===== config.mk =====
export PLATFORM = sky130hd
export DESIGN_NAME = gpio_in_debounce
export DESIGN_NICKNAME = d
export VERILOG_FILES = /design/src/rtl/gpio_in_debounce.sv
export SDC_FILE = /design/constraint.sdc
export NUM_CORES = 1
export LEC_CHECK = 0
export CORE_ASPECT_RATIO = 0.6
export CORE_MARGIN = 4
export CORE_UTILIZATION = 40
export CTS_BUF_LIST = sky130_fd_sc_hd__clkbuf_4 sky130_fd_sc_hd__clkbuf_8
export DETAILED_ROUTE_END_ITERATION = 8
export DONT_BUFFER_PORTS = 1
export PLACE_DENSITY = 0.63
export SYNTH_ARGS = -nofsm -noshare
export SYNTH_HDL_FRONTEND = slang
export SYNTH_SLANG_ARGS = --single-unit

===== constraint.sdc =====
create_clock -name HCLK -period 3.01 [get_ports HCLK]
set_input_delay 0.301 -clock HCLK [delete_from_list [all_inputs] [get_ports HCLK]]
set_output_delay 0.301 -clock HCLK [all_outputs]
set_load 0.1 [all_outputs]

===== src/rtl/gpio_in_debounce.sv =====
// -----------------------------------------------------------------------------
// gpio_in_debounce
//
// Input conditioning for the AHB GPIO peripheral. Every pin bit is
// synchronised to HCLK, debounced against a shared sample tick, and turned
// into one-cycle rise/fall pulses. The pulses set sticky per-bit pending
// flags that are OR-ed into a single interrupt line.
//
// Parameters
//   WIDTH         number of pin bits
//   PRESCALE      HCLK cycles per sample tick (1..65535)
//   STABLE_COUNT  consecutive differing ticks needed to accept a level (1..15)
//
// Ports
//   HCLK         in   1      system clock
//   HRESETn      in   1      asynchronous active-low reset
//   PINS_IN      in   WIDTH  raw asynchronous pin levels
//   ENABLE       in   1      1 = debounce active, 0 = bypass (synchronised only)
//   IRQ_CLEAR    in   WIDTH  write-one-to-clear mask for pending flags
//   GPIOIN       out  WIDTH  debounced level, feeds the GPIO GPIOIN port
//   RISE         out  WIDTH  one-cycle pulse on an accepted 0->1 change
//   FALL         out  WIDTH  one-cycle pulse on an accepted 1->0 change
//   IRQ_PENDING  out  WIDTH  sticky event flags
//   IRQ          out  1      OR of IRQ_PENDING
// -----------------------------------------------------------------------------
module gpio_in_debounce #(
    parameter int WIDTH        = 16,
    parameter int PRESCALE     = 1000,
    parameter int STABLE_COUNT = 4
) (
    input  logic             HCLK,
    input  logic             HRESETn,
    input  logic [WIDTH-1:0] PINS_IN,
    input  logic             ENABLE,
    input  logic [WIDTH-1:0] IRQ_CLEAR,
    output logic [WIDTH-1:0] GPIOIN,
    output logic [WIDTH-1:0] RISE,
    output logic [WIDTH-1:0] FALL,
    output logic [WIDTH-1:0] IRQ_PENDING,
    output logic             IRQ
);

    // Prescaler terminal count and per-bit counter limit. The prescaler is
    // 16 bits wide because PRESCALE may be as large as 65535; the per-bit
    // counters are 4 bits because STABLE_COUNT never exceeds 15.
    localparam logic [15:0] PRE_MAX = 16'(PRESCALE - 1);
    localparam logic [3:0]  CNT_MAX = 4'(STABLE_COUNT - 1);

    // -------------------------------------------------------------------------
    // Two-flop synchroniser, always running regardless of ENABLE.
    // -------------------------------------------------------------------------
    logic [WIDTH-1:0] sync_meta;
    logic [WIDTH-1:0] sync_s;

    // NOTE: every clocked block uses non-blocking assignments so all flops
    // sample the pre-edge values; blocking here would collapse the two stages.
    always_ff @(posedge HCLK or negedge HRESETn) begin
        if (!HRESETn) begin
            sync_meta <= '0;
            sync_s    <= '0;
        end else begin
            sync_meta <= PINS_IN;
            sync_s    <= sync_meta;
        end
    end

    // -------------------------------------------------------------------------
    // Sample-tick prescaler. Held at 0 while bypassed so that re-enabling
    // always produces the first tick exactly PRESCALE cycles later.
    // -------------------------------------------------------------------------
    logic [15:0] pre_cnt;
    logic        tick;

    assign tick = ENABLE && (pre_cnt == PRE_MAX);

    always_ff @(posedge HCLK or negedge HRESETn) begin
        if (!HRESETn) begin
            pre_cnt <= '0;
        end else if (!ENABLE || tick) begin
            pre_cnt <= '0;
        end else begin
            pre_cnt <= pre_cnt + 16'd1;
        end
    end

    // -------------------------------------------------------------------------
    // Per-bit debounce. A counter tracks how many consecutive ticks have seen
    // the synchronised level differ from the accepted level; any tick that
    // agrees with the accepted level restarts it (glitch rejection).
    // -------------------------------------------------------------------------
    logic [WIDTH-1:0][3:0] cnt_q;
    logic [WIDTH-1:0][3:0] cnt_next;
    logic [WIDTH-1:0]      level_next;

    // NOTE: outputs of this always_comb get a default before any branch so
    // no path leaves them unassigned, which would otherwise infer latches.
    always_comb begin
        level_next = GPIOIN;
        cnt_next   = cnt_q;
        if (!ENABLE) begin
            level_next = sync_s;
            cnt_next   = '0;
        end else if (tick) begin
            for (int i = 0; i < WIDTH; i++) begin
                if (sync_s[i] == GPIOIN[i]) begin
                    cnt_next[i] = 4'd0;
                end else if (cnt_q[i] == CNT_MAX) begin
                    level_next[i] = sync_s[i];
                    cnt_next[i]   = 4'd0;
                end else begin
                    cnt_next[i] = cnt_q[i] + 4'd1;
                end
            end
        end
    end

    // NOTE: the counters are ordinary flops, not a RAM, so they are cleared
    // by reset along with everything else; partial counts never survive it.
    always_ff @(posedge HCLK or negedge HRESETn) begin
        if (!HRESETn) begin
            cnt_q <= '0;
        end else begin
            cnt_q <= cnt_next;
        end
    end

    // -------------------------------------------------------------------------
    // Accepted level and edge pulses. The pulses are registered on the same
    // edge that updates GPIOIN, so they are high for exactly the cycle after
    // that edge. A bit cannot rise and fall at once, so RISE & FALL == 0.
    // -------------------------------------------------------------------------
    always_ff @(posedge HCLK or negedge HRESETn) begin
        if (!HRESETn) begin
            GPIOIN <= '0;
            RISE   <= '0;
            FALL   <= '0;
        end else begin
            GPIOIN <= level_next;
            RISE   <= level_next & ~GPIOIN;
            FALL   <= ~level_next & GPIOIN;
        end
    end

    // -------------------------------------------------------------------------
    // Sticky pending flags and interrupt. A new event outranks a clear in the
    // same cycle. IRQ is registered from the next pending value so that it
    // always equals the OR of IRQ_PENDING with no extra cycle of delay.
    // -------------------------------------------------------------------------
    logic [WIDTH-1:0] pend_next;

    assign pend_next = (IRQ_PENDING & ~IRQ_CLEAR) | RISE | FALL;

    always_ff @(posedge HCLK or negedge HRESETn) begin
        if (!HRESETn) begin
            IRQ_PENDING <= '0;
            IRQ         <= 1'b0;
        end else begin
            IRQ_PENDING <= pend_next;
            IRQ         <= |pend_next;
        end
    end

endmodule


* After elaboration in Yosys (flattened, before gate mapping) *
Cells that the tools add are included.

storage, ports and cells
  bits in registers = 177
  latch bits = 0
  RAM bits = 0
  ROM bits = 0
  input bits = 35
  output and inout port bits = 65
  word-level logic and storage cells = 156
  memories = 0

operators by class
  add/subtract/negate cells = 17
  multiply operators = 0
  divide/modulo/power cells = 0
  order comparisons = 0
  equal/unequal tests = 34
  shifts and indexed selects = 0
  multiplexer cells = 69
  bitwise logic cells = 8
  reductions and logical operators = 4

operator list
  operator                                                           number
  4-bit two-way mux                                                  32
  64-bit two-way mux                                                 2
  4-bit by 1-bit adder with 4-bit output, second input constant      16
  4-bit by 2-bit == test with 1-bit output, second input constant    16
  16-bit AND                                                         3
  16-bit two-way mux                                                 3
  16-bit NOT                                                         3
  1-bit two-way mux                                                  32
  16-bit bitwise OR                                                  2
  16-bit by 1-bit adder with 16-bit output, second input constant    1
  1-bit == test                                                      16
  16-bit by 10-bit == test with 1-bit output, second input constant  1
  16-bit OR reduction                                                1
  2-bit by 1-bit != test with 1-bit output, second input constant    1
  1-bit logical AND                                                  1
  1-bit zero test                                                    1
  1-bit logical OR                                                   1

* Longest topological paths before layout *
  depth in word-level cells = 7
  depth in mapped cells = 8

* Worst setup path after synthesis *
OpenSTA, ideal clock, no wires.

  path kind = flip-flop to flip-flop
  start point = register pre_cnt[4]
  end point = register cnt_q[0] in the netlist's numbering
  setup time = 0.078 ns
  data arrival time = 2.363 ns
  required time = 2.932 ns
  path slack = 0.569 ns
  cell stages (with the launch flop) = 7
  path buffers = 2
  period minus slack after synthesis = 2.441 ns
  path through = dfrtp_1 or4b_4 or4_1 buf_4 buf_6 or4_1 a21oi_1

between the ends
  cells in the longest elaborated chain, start to end = 3

RTL lines
  element                                                    line  text
  start: declaration                                         71    logic [15:0] pre_cnt;
  start signal: assignment                                   82    pre_cnt <= pre_cnt + 16'd1;
  16-bit by 10-bit == test with 1-bit output                 74    assign tick = ENABLE && (pre_cnt == PRE_MAX);
  1-bit logical AND                                          74
  2-bit by 1-bit != test with 1-bit output (no source line)  --
  end signal: assignment                                     123   cnt_q <= cnt_next;
  end: declaration                                           91    logic [WIDTH-1:0][3:0] cnt_q;

No other way between the ends.
A chain may end at the register's enable or synchronous reset.

* Worst setup path in the final report *
  start point = register pre_cnt[14]
  end point = register cnt_q[47] in the netlist's numbering

Same word-level chain as after synthesis.

==> results.md <==
* Reg clk slew, reported paths at 0.09 ns
* Startpoint Class: flip-flop
* Area grow syn2layout at 16.4%
* Cell count after synthesis at 714
* Arrival @ worst endpoint at 3.12 ns
* Peak VDD IR at 0.282 mV
* Setup CP Type: reg -> reg
* Worst Max-Slew Pin Slew at 0.994 ns
* CTS max path bufs at 2
* Die Wd at 188 um
* Synth Flop Type: dfrtp_1
* Mean area per synthesized cell at 10.9 um2
* GP Congestion at 0.780
* Num rows at 39
* Die Y at 116 um
* Inserted Diodes at 0
* Core Region at 0.0191 mm2
* Post-DR wirelength/cell at 16.7 um
* H-tree Lvls at 4
* I/O pin cnt at 100
* Vias in the first global route at 5,980
* RSZ-0062 raised after global routing: false
* DRT antenna net count at 0
* Syn. warnings at 0
* Die area at 0.0219 mm2
* Via count at 5,815
* Hold Buf Count CTS at 28
* Asr flop ratio synth at 1.00
* Largest net degree at the start of global routing at 178
* Sequential area share after synthesis at 0.568
* Relative slew slack at 0.335
* Drt drc at 0
* Max FO, Critical Path at 24
* Pwr dens at 562 mW/mm2
* Worst hold path type: in -> async
* Nets at 836
* Final hold slack at -0.461 ns
* Initial cell density of the core at 0.408
* CTS tree: yes
* Clk root buf: clkbuf_8
* Clk_lat worst skew at 0.46 ns
* Outcome: finished with violations
* Maxcap violations at 0
* Clk_skew at 0.0118 ns
* Drt pass-1 iters at 5
* Vias/cell at 5.47
* Setup TNS at 0 ns
* Final Hold Viols at 177
* Antenna violations before repair at 1
* Critical path data required time at 3.39 ns
* Max-slew violations at 0
* Post-CTS Setup Inserts at 0
* Max Clk Rate at 0.365 GHz
* IO buf count at 0
* Failing checks: negative hold slack
* Placed instance area at 0.00841 mm2
* Overall global routing resource usage at 0.166
* Synthesized cell area at 0.00779 mm2
* Post_cts resized at 0
* GR Overflow Total at 0
* Fin crit share at 0.909
* Post-DP HPWL at 11.4 mm
* Element type at the critical path end: flip-flop
* Share of cells above drive strength 1 at 0.125
* Pleak at 3.79 nW
* CTS Sinks at 177
* Post-synth EDFFs at 0
* Number of fillers in the final layout at 1,710
* Tmin final at 2.74 ns
* Finish-stage setup viols at 0
* Post-synthesis register bit count at 177
* Routed wire length at 17.7 mm
* First-pass GRT wire length at 29.3 mm
* Final Cell Area at 0.00907 mm2
* TritonCTS Buffers at 17
* Synth unique cells at 34
* Synth Net Count at 766
* Drt initial violations at 376
report_power, final:
part | internal [mW] | total, mW | switching (mW)
clock network | 0.735 | 1.60 | 0.870
registers | 2.47 | 2.71 | 0.238
logic | 0.194 | 0.785 | 0.592
placed cells by master, fill, tap and decap left out, types with 9 or more instances in the layout:
master and n:
or4_1 31, a21oi_1 65, buf_4 52, inv_1 20, o21ai_1 9, nor3_1 36, a311o_1 16, clkbuf_8 20
ha_1 17, dlygate4sd3_1 28, nor2_1 32, dfrtp_1 177, o21ai_0 23, mux2_2 11, nand4b_1 17, xor2_1 19
nor3b_1 48, xnor2_1 25, nand3_1 39, and2_1 15, nand2_1 52
Yosys cell counts (all sizes together) (9+ instances only):
| master | count | area, um2 |
|---|---|---|
| and2 | 15 | 93.8 |
| or4 | 32 | 240 |
| nor4 | 9 | 62.6 |
| nor2 | 32 | 120 |
| nand3 | 39 | 195 |
| xnor2 | 25 | 219 |
| nand4b | 17 | 149 |
| a311o | 16 | 160 |
| nor3 | 36 | 180 |
| ha | 17 | 213 |
| mux2 | 16 | 180 |
| inv | 20 | 75.1 |
| clkbuf | 23 | 86.3 |
| xor2 | 19 | 166 |
| o21ai | 32 | 160 |
| nor3b | 48 | 360 |
| a21oi | 65 | 325 |
| nand2 | 52 | 195 |
| dfrtp | 177 | 4430 |
registers in the layout, summed over array words and instances (netlist names):
signal,cells
cnt_q,64
FALL,16
GPIOIN,16
IRQ_PENDING,16
RISE,16
pre_cnt,16
sync_meta,16
sync_s,16
IRQ,1
critical path: stages (launching register included):
cell and delay, ns:
dfrtp_1 0.43, or4b_4 0.58, or4_2 0.69, buf_4 0.24, or4_1 0.55, a21oi_1 0.18
metrics by stage:
step / setup slack [ns] / util / instances / total power, mW / hold slack [ns]
finish: 0.274 / 0.476 / 1063 / 5.10 / -0.461
global route: 0.181 / 0.476 / 1063 / 5.32 / -0.513
CTS: 0.295 / 0.476 / 1063 / 5.16 / -0.501
detailed placement: 0.288 / 0.441 / 1003 / 3.51 / 0.0100
floorplan: 0.569 / - / 714 / 3.34 / 0.00541
global placement: 0.389 / 0.441 / 1003 / 3.49 / 0.0103
final timing paths:
path,from,end,slack [ns],cells after the start
worst max-delay path,pre_cnt[14]$_DFF_PN0_,cnt_q[47]$_DFFE_PN0N_,0.27,5
worst min-delay path,HRESETn,IRQ_PENDING[2]$_DFF_PN0_,-0.46,0
worst max register to register,pre_cnt[14]$_DFF_PN0_,cnt_q[47]$_DFFE_PN0N_,0.27,5
worst min register to register,sync_meta[7]$_DFF_PN0_,sync_s[7]$_DFF_PN0_,0.35,0
max in group asynchronous,HRESETn,cnt_q[29]$_DFFE_PN0N_,3.28,0
min in group HCLK,IRQ_CLEAR[2],IRQ_PENDING[2]$_DFF_PN0_,0.03,1
cell type report:
class                      count  area, um2  share of cell area
sequential                   177       4430               0.488
inverter                      21       78.8             0.00869
clock inverter                11        104              0.0114
timing repair buffer          81        691              0.0761
multi-input combinational    486       3160               0.348
tap                          266        333              0.0367
clock buffer                  21        283              0.0312
routing by layer:
layer	vias to the layer above	routed length [um]	GRT usage	part of all wire
met5	-	0	0	0
met4	0	165	0.0499	0.0093
met3	19	1140	0.0481	0.064
met2	192	8360	0.270	0.47
met1	2887	8060	0.220	0.45
li1	2717	-	-	-
logic make-up after synthesis:
| logic type | Yosys count | share of synthesized area |
|---|---|---|
| flops | 177 | 0.568 |
| fa+ha+maj | 17 | 0.0273 |
| buf+inv | 51 | 0.0279 |
| xor+xnor | 44 | 0.0495 |
| compound gates | 114 | 0.0840 |
| mux | 16 | 0.0231 |
| simple gates | 295 | 0.220 |
No activity file was read; power rests on OpenSTA's default activity.
